$ cat src/rtl/proc_ctrl.sv
// proc_ctrl: TinyRV1 five-stage pipeline controller (F, D, X, M, W).
// Define PROC_CTRL_BYPASS_EN for full bypassing; otherwise RAW hazards stall.
module proc_ctrl (
  input  logic        clk,
  input  logic        rst,
  input  logic [31:0] d2c_inst,
  input  logic        d2c_eq_X,
  output logic        c2d_imemreq_val,
  output logic        c2d_reg_en_F,
  output logic [1:0]  c2d_pc_sel_F,
  output logic        c2d_reg_en_D,
  output logic [1:0]  c2d_op1_byp_sel_D,
  output logic [1:0]  c2d_op2_byp_sel_D,
  output logic [1:0]  c2d_sd_byp_sel_D,
  output logic        c2d_op1_sel_D,
  output logic        c2d_op2_sel_D,
  output logic        c2d_alu_fn_X,
  output logic        c2d_result_sel_X,
  output logic        c2d_dmemreq_val_M,
  output logic        c2d_dmemreq_type_M,
  output logic        c2d_wb_sel_M,
  output logic        c2d_rf_wen_W,
  output logic [4:0]  c2d_rf_waddr_W
);
  localparam logic [6:0] OP_ADD  = 7'b0110011;
  localparam logic [6:0] OP_ADDI = 7'b0010011;
  localparam logic [6:0] OP_LW   = 7'b0000011;
  localparam logic [6:0] OP_SW   = 7'b0100011;
  localparam logic [6:0] OP_JAL  = 7'b1101111;
  localparam logic [6:0] OP_JR   = 7'b1100111;
  localparam logic [6:0] OP_BNE  = 7'b1100011;

  logic [6:0] opc, f7;
  logic [2:0] f3;
  logic [4:0] rd, rs1, rs2;
  assign opc = d2c_inst[6:0];
  assign rd  = d2c_inst[11:7];
  assign f3  = d2c_inst[14:12];
  assign rs1 = d2c_inst[19:15];
  assign rs2 = d2c_inst[24:20];
  assign f7  = d2c_inst[31:25];

  logic       val_D_q, val_D_d;
  logic       val_X_q, lw_X_q, sw_X_q, bne_X_q, jal_X_q, wen_X_q;
  logic [4:0] rd_X_q;
  logic       val_M_q, lw_M_q, sw_M_q, wen_M_q;
  logic [4:0] rd_M_q;
  logic       val_W_q, wen_W_q;
  logic [4:0] rd_W_q;
  logic       val_X_d;

  logic add_D, addi_D, lw_D, sw_D, jal_D, jr_D, bne_D;
  always_comb begin
    add_D  = 1'b0;
    addi_D = 1'b0;
    lw_D   = 1'b0;
    sw_D   = 1'b0;
    jal_D  = 1'b0;
    jr_D   = 1'b0;
    bne_D  = 1'b0;
    if (val_D_q) begin
      unique case (opc)
        OP_ADD:  add_D  = (f3 == 3'b000) && (f7 == 7'd0);
        OP_ADDI: addi_D = (f3 == 3'b000);
        OP_LW:   lw_D   = (f3 == 3'b010);
        OP_SW:   sw_D   = (f3 == 3'b010);
        OP_JAL:  jal_D  = 1'b1;
        OP_JR:   jr_D   = (f3 == 3'b000);
        OP_BNE:  bne_D  = (f3 == 3'b001);
        default: ;
      endcase
    end
  end

  logic rs1_use, rs2_use, wen_D;
  assign rs1_use = add_D | addi_D | lw_D | sw_D | jr_D | bne_D;
  assign rs2_use = add_D | sw_D | bne_D;
  assign wen_D   = (add_D | addi_D | lw_D | jal_D) && (rd != 5'd0);

  // wen_* already excludes rd = x0, so a hit implies a nonzero source
  logic r1_x, r1_m, r1_w, r2_x, r2_m, r2_w;
  assign r1_x = rs1_use && val_X_q && wen_X_q && (rd_X_q == rs1);
  assign r1_m = rs1_use && val_M_q && wen_M_q && (rd_M_q == rs1);
  assign r1_w = rs1_use && val_W_q && wen_W_q && (rd_W_q == rs1);
  assign r2_x = rs2_use && val_X_q && wen_X_q && (rd_X_q == rs2);
  assign r2_m = rs2_use && val_M_q && wen_M_q && (rd_M_q == rs2);
  assign r2_w = rs2_use && val_W_q && wen_W_q && (rd_W_q == rs2);

  function automatic logic [1:0] byp(input logic x, m, w);
    if (x)      return 2'd1;
    else if (m) return 2'd2;
    else if (w) return 2'd3;
    return 2'd0;
  endfunction

  logic       stall_D;
  logic [1:0] byp1, byp2;
`ifdef PROC_CTRL_BYPASS_EN
  assign stall_D = lw_X_q && (r1_x || r2_x);
  assign byp1    = byp(r1_x, r1_m, r1_w);
  assign byp2    = byp(r2_x, r2_m, r2_w);
`else
  assign stall_D = r1_x | r1_m | r1_w | r2_x | r2_m | r2_w;
  assign byp1    = 2'd0;
  assign byp2    = 2'd0;
`endif

  logic taken_X, jump_D;
  assign taken_X = val_X_q && bne_X_q && !d2c_eq_X;
  assign jump_D  = (jal_D | jr_D) && !stall_D;

  always_comb begin
    c2d_pc_sel_F = 2'd0;
    if (taken_X)      c2d_pc_sel_F = 2'd3;
    else if (stall_D) c2d_pc_sel_F = 2'd0;
    else if (jal_D)   c2d_pc_sel_F = 2'd1;
    else if (jr_D)    c2d_pc_sel_F = 2'd2;
  end

  always_comb begin
    val_D_d = 1'b1;
    if (taken_X)      val_D_d = 1'b0;
    else if (stall_D) val_D_d = val_D_q;
    else if (jump_D)  val_D_d = 1'b0;
    val_X_d = val_D_q && !stall_D && !taken_X;
  end

  always_ff @(posedge clk or negedge rst) begin
    if (!rst) begin
      val_D_q <= 1'b0;
      val_X_q <= 1'b0;
      lw_X_q  <= 1'b0;
      sw_X_q  <= 1'b0;
      bne_X_q <= 1'b0;
      jal_X_q <= 1'b0;
      wen_X_q <= 1'b0;
      rd_X_q  <= 5'd0;
      val_M_q <= 1'b0;
      lw_M_q  <= 1'b0;
      sw_M_q  <= 1'b0;
      wen_M_q <= 1'b0;
      rd_M_q  <= 5'd0;
      val_W_q <= 1'b0;
      wen_W_q <= 1'b0;
      rd_W_q  <= 5'd0;
    end else begin
      val_D_q <= val_D_d;
      val_X_q <= val_X_d;
      lw_X_q  <= lw_D;
      sw_X_q  <= sw_D;
      bne_X_q <= bne_D;
      jal_X_q <= jal_D;
      wen_X_q <= wen_D;
      rd_X_q  <= rd;
      val_M_q <= val_X_q;
      lw_M_q  <= lw_X_q;
      sw_M_q  <= sw_X_q;
      wen_M_q <= wen_X_q;
      rd_M_q  <= rd_X_q;
      val_W_q <= val_M_q;
      wen_W_q <= wen_M_q;
      rd_W_q  <= rd_M_q;
    end
  end

  assign c2d_imemreq_val    = rst;
  assign c2d_reg_en_F       = !stall_D | taken_X;
  assign c2d_reg_en_D       = !stall_D | taken_X;
  assign c2d_op1_byp_sel_D  = byp1;
  assign c2d_op2_byp_sel_D  = byp2;
  assign c2d_sd_byp_sel_D   = sw_D ? byp2 : 2'd0;
  assign c2d_op1_sel_D      = jal_D;
  assign c2d_op2_sel_D      = addi_D | lw_D | sw_D;
  assign c2d_alu_fn_X       = val_X_q & bne_X_q;
  assign c2d_result_sel_X   = val_X_q & jal_X_q;
  assign c2d_dmemreq_val_M  = val_M_q & (lw_M_q | sw_M_q);
  assign c2d_dmemreq_type_M = val_M_q & sw_M_q;
  assign c2d_wb_sel_M       = val_M_q & lw_M_q;
  assign c2d_rf_wen_W       = val_W_q & wen_W_q;
  assign c2d_rf_waddr_W     = rd_W_q;
endmodule

$ cat config.mk
export PLATFORM = sky130hd
export DESIGN_NAME = proc_ctrl
export DESIGN_NICKNAME = d
export VERILOG_FILES = /design/src/rtl/proc_ctrl.sv
export SDC_FILE = /design/constraint.sdc
export NUM_CORES = 1
export LEC_CHECK = 0
export CORE_UTILIZATION = 44
export DETAILED_ROUTE_END_ITERATION = 6
export PLACE_DENSITY_LB_ADDON = 0.3
export SYNTH_ARGS = -nofsm -noshare
export SYNTH_HDL_FRONTEND = slang
export SYNTH_SLANG_ARGS = --single-unit
$ cat constraint.sdc
create_clock -name clk -period 4.6 [get_ports clk]
set_input_delay 0.92 -clock clk [delete_from_list [all_inputs] [get_ports clk]]
set_output_delay 0.92 -clock clk [all_outputs]
set_load 0.02 [all_outputs]
==> qor.log <==
INFO  sta            post-route-min-period=3.98ns
INFO  setup_path     critical_path.reg2reg.startpoint=rd_M_q[4]$_DFF_PN0_
INFO  routing        initial_drc_count=28
INFO  cells_and_area layoutNonFillerInstCount=227
INFO  pwr            power_frac_seq=0.517
INFO  die            initial_utilization=0.465
INFO  pwr            leakage=0.851nW
INFO  routing        wl_met1=1.27mm
INFO  cts            tritoncts=yes
INFO  cells_and_area drive_above_1_share=0.0710
INFO  setup_path     r2r_setup_slack=3.00ns
INFO  cts            cts-buffers-inserted=3
INFO  placed_design  placed_cells_incl_taps=223
INFO  placed_design  detailed_place_hpwl=2.56mm
INFO  global_routing grt-ovfl-total=0
INFO  setup_path     cp-start-kind=primary input
INFO  sta            achievable-frequency=251MHz
INFO  yosys          synth.lib_cells_used.distinct=38
INFO  sta            final_worst_clock_skew=0.00207ns
INFO  sta            final-hold-violation-count=0
INFO  routing        vias=1146
INFO  cts            clkSlewWorstSetupHoldPaths=0.14ns
INFO  cells_and_area layout_nets=219
INFO  placed_design  gpl.final_weighted_congestion=0.890
INFO  placed_design  port-buffer-count=52
INFO  global_routing grt_first_pass_wirelength=5.09mm
INFO  yosys          sequential_fraction_of_the_synthesis_area=0.490
INFO  hold_path      timing.hold.worst.class=flop to flop
INFO  pwr            power_report.internal_total=0.389mW
INFO  sta            grt_setup_unrepaired=no
INFO  die            die_y=59.0um
INFO  cells_and_area areaGrowthSynthToFinish=41.5%
INFO  pwr            power.density=250mW/mm^2
INFO  die            fp-row-count=20
INFO  yosys          postSynthRegisterBits=28
INFO  cts            cts.sinks=28
INFO  routing        top_routing_layer_used=met4
INFO  die            num_io_pins=59
INFO  setup_path     setup_crit_end_kind=output pin
INFO  yosys          post_synth_instance_area=0.00143sqmm
INFO  global_routing grt_antenna_before_repair=0
INFO  routing        remaining_drc_errors=0
INFO  pwr            switching_power=0.117mW
INFO  cts            post_cts_resized=0
INFO  cts            hold_buffers=0
INFO  cts            clock-root-buffer=clkbuf_4
INFO  sta            finalSetupViolations=0
INFO  routing        post_drt_wl_per_cell=13.3um
INFO  routing        post_drt_via_cell_ratio=5.05
INFO  sta            final_min_period_over_clock_period=0.866
INFO  hold_path      worst_hold_path.num_cells=0
INFO  setup_path     worst-endpoint-required=3.68ns
INFO  job            timing.max_cap.violations=0
INFO  routing        drt-pass1-iter-count=4
INFO  sta            final-max-slew-violation-count=0
INFO  pwr            power.combinational.fraction=0.170
INFO  pwr            share_clk_of_total_power=0.312
INFO  routing        wl_met2=1.52mm
INFO  pwr            switching_share=0.232
INFO  routing        drt-total-wl=3.03mm
INFO  hold_path      hold_path.startpoint=sw_X_q$_DFF_PN0_
INFO  global_routing number_of_global_route_vias_before_repair=1170
INFO  setup_path     criticalPathCategory=primary input to output pin
INFO  yosys          per_instance_average_area_after_synthesis=11.1squm
INFO  global_routing grt_max_degree=30
INFO  cts            cts_setup_buffers=0
INFO  yosys          yosys_warnings=0
INFO  setup_path     timing.critical_path.arrival=3.06ns
INFO  sta            tns=0ns
INFO  hold_path      hold_path_end=sw_M_q$_DFF_PN0_
INFO  yosys          post_synthesis_instance_total=129
INFO  routing        antenna_violating_nets_post_route=0
INFO  setup_path     worst-r2r-cell-count=5
INFO  global_routing grt_util_all_layers=0.196
INFO  cts            worstSkewPairLatency=0.32ns
INFO  pwr            worst_ir_drop_vdd=0.000164V
INFO  die            width_of_the_die=59.0um
INFO  die            design.core.area=0.00308sqmm
INFO  status         outcome=complete, no violations
INFO  routing        dr_wl_met3=155um
INFO  cells_and_area antenna_cells_inserted=0
INFO  setup_path     worstPathMaxFanout=3
INFO  setup_path     regToRegEndpoint=val_X_q$_DFF_PN0_
INFO  die            die_area=0.00349sqmm
INFO  cts            h-tree-depth=1
INFO  cts            cts_buffer_depth=2
-- stage by stage --
stage          worst slack [ns]  total power [mW]   util  instance area [sq um]  hold WS [ns]
4_1_cts                   0.605             0.509  0.658                   2030         0.366
5_1_grt                   0.500             0.528  0.658                   2030         0.389
2_1_floorplan              1.49             0.302      -                   1450         0.331
3_5_place_dp              0.613             0.353  0.641                   1970         0.335
6_report                  0.615             0.506  0.658                   2030         0.367
3_3_place_gp              0.666             0.351  0.641                   1970         0.339
-- power groups by stage --
stage	logic (mW)	registers [mW]	clock network, mW
floorplan	0.0349	0.267	0
global placement	0.0848	0.266	0
detailed placement	0.0863	0.267	0
CTS	0.0871	0.262	0.160
global route	0.0940	0.263	0.171
finish	0.0862	0.262	0.158
-- worst max-delay path, cell delays in order --
cell             delay, ns
clkdlybuf4s50_1       0.50
xor2_1                0.18
nor4_1                0.35
nand3_1               0.13
a32oi_1               0.25
o211ai_1              0.17
clkdlybuf4s50_1       0.57
-- metal layers --
layer | vias to the layer above | global-route usage
met5 | - | 0
met4 | 0 | 0.0884
met3 | 6 | 0.0240
met2 | 43 | 0.331
met1 | 549 | 0.252
li1 | 548 | -
-- worst max-delay path by stage --
stage            startpoint            to  slack, ns  cells past startpoint
2_1_floorplan   d2c_inst[6]  c2d_reg_en_F       1.49                      6
3_3_place_gp   d2c_inst[24]  c2d_reg_en_D       0.67                      7
3_5_place_dp   d2c_inst[24]  c2d_reg_en_F       0.61                      7
4_1_cts        d2c_inst[24]  c2d_reg_en_F       0.61                      7
5_1_grt        d2c_inst[24]  c2d_reg_en_F       0.50                      7
6_report       d2c_inst[21]  c2d_reg_en_F       0.62                      7
-- final cells by class --
class	count	area, sq um
Tap cell	44	55.1
Sequential cell	28	701
Fill cell	237	1050
Clock inverter	1	30.0
Inverter	1	3.75
Timing Repair Buffer	53	528
Multi-Input combinational cell	97	686
Clock buffer	3	22.5
-- kinds of logic (layout without fill, tap and decap cells) --
kind of cell	Yosys count	after routing	share of synthesized area
buf+inv	9	58	0.0446
compound gates	10	10	0.0481
simple gates	50	50	0.226
xor+xnor	31	31	0.190
other cells	1	6	0.00262
flops	28	28	0.490
-- placed cells by master, fill, tap and decap left out, types with 2 or more instances in the layout --
cell type	n
xor2_1	24
clkbuf_4	3
nor3b_1	2
nor4_1	7
nor2_1	5
conb_1	6
nand2_1	6
dfrtp_1	28
xnor2_1	7
clkdlybuf4s50_1	52
nand3_1	4
o21ai_1	2
nand4_1	6
and2_1	4
-- synth_stat cells (all sizes together) --
cell type	count	area, sq um
nor2	5	18.8
or2	1	6.26
nand3	5	30.0
dfrtp	28	701
and2b	2	16.3
nand4	6	37.5
o211a	1	10.0
or2b	1	7.51
a21o	1	8.76
nand4b	1	8.76
and2	5	32.5
inv	1	3.75
o21a	1	7.51
xor2	24	210
o21ai	3	15.0
xnor2	7	61.3
nor2b	1	8.76
nand4bb	1	11.3
nor4b	2	23.8
or4	2	18.8
o22ai	1	6.26
and3	1	6.26
conb	1	3.75
buf	8	60.1
nor3	1	5.00
nor3b	2	15.0
and4b	1	10.0
nand2	6	22.5
nor4	7	43.8
a32oi	1	8.76
o211ai	1	7.51
a21oi	1	5.00
(Power assumes the default switching activity.)
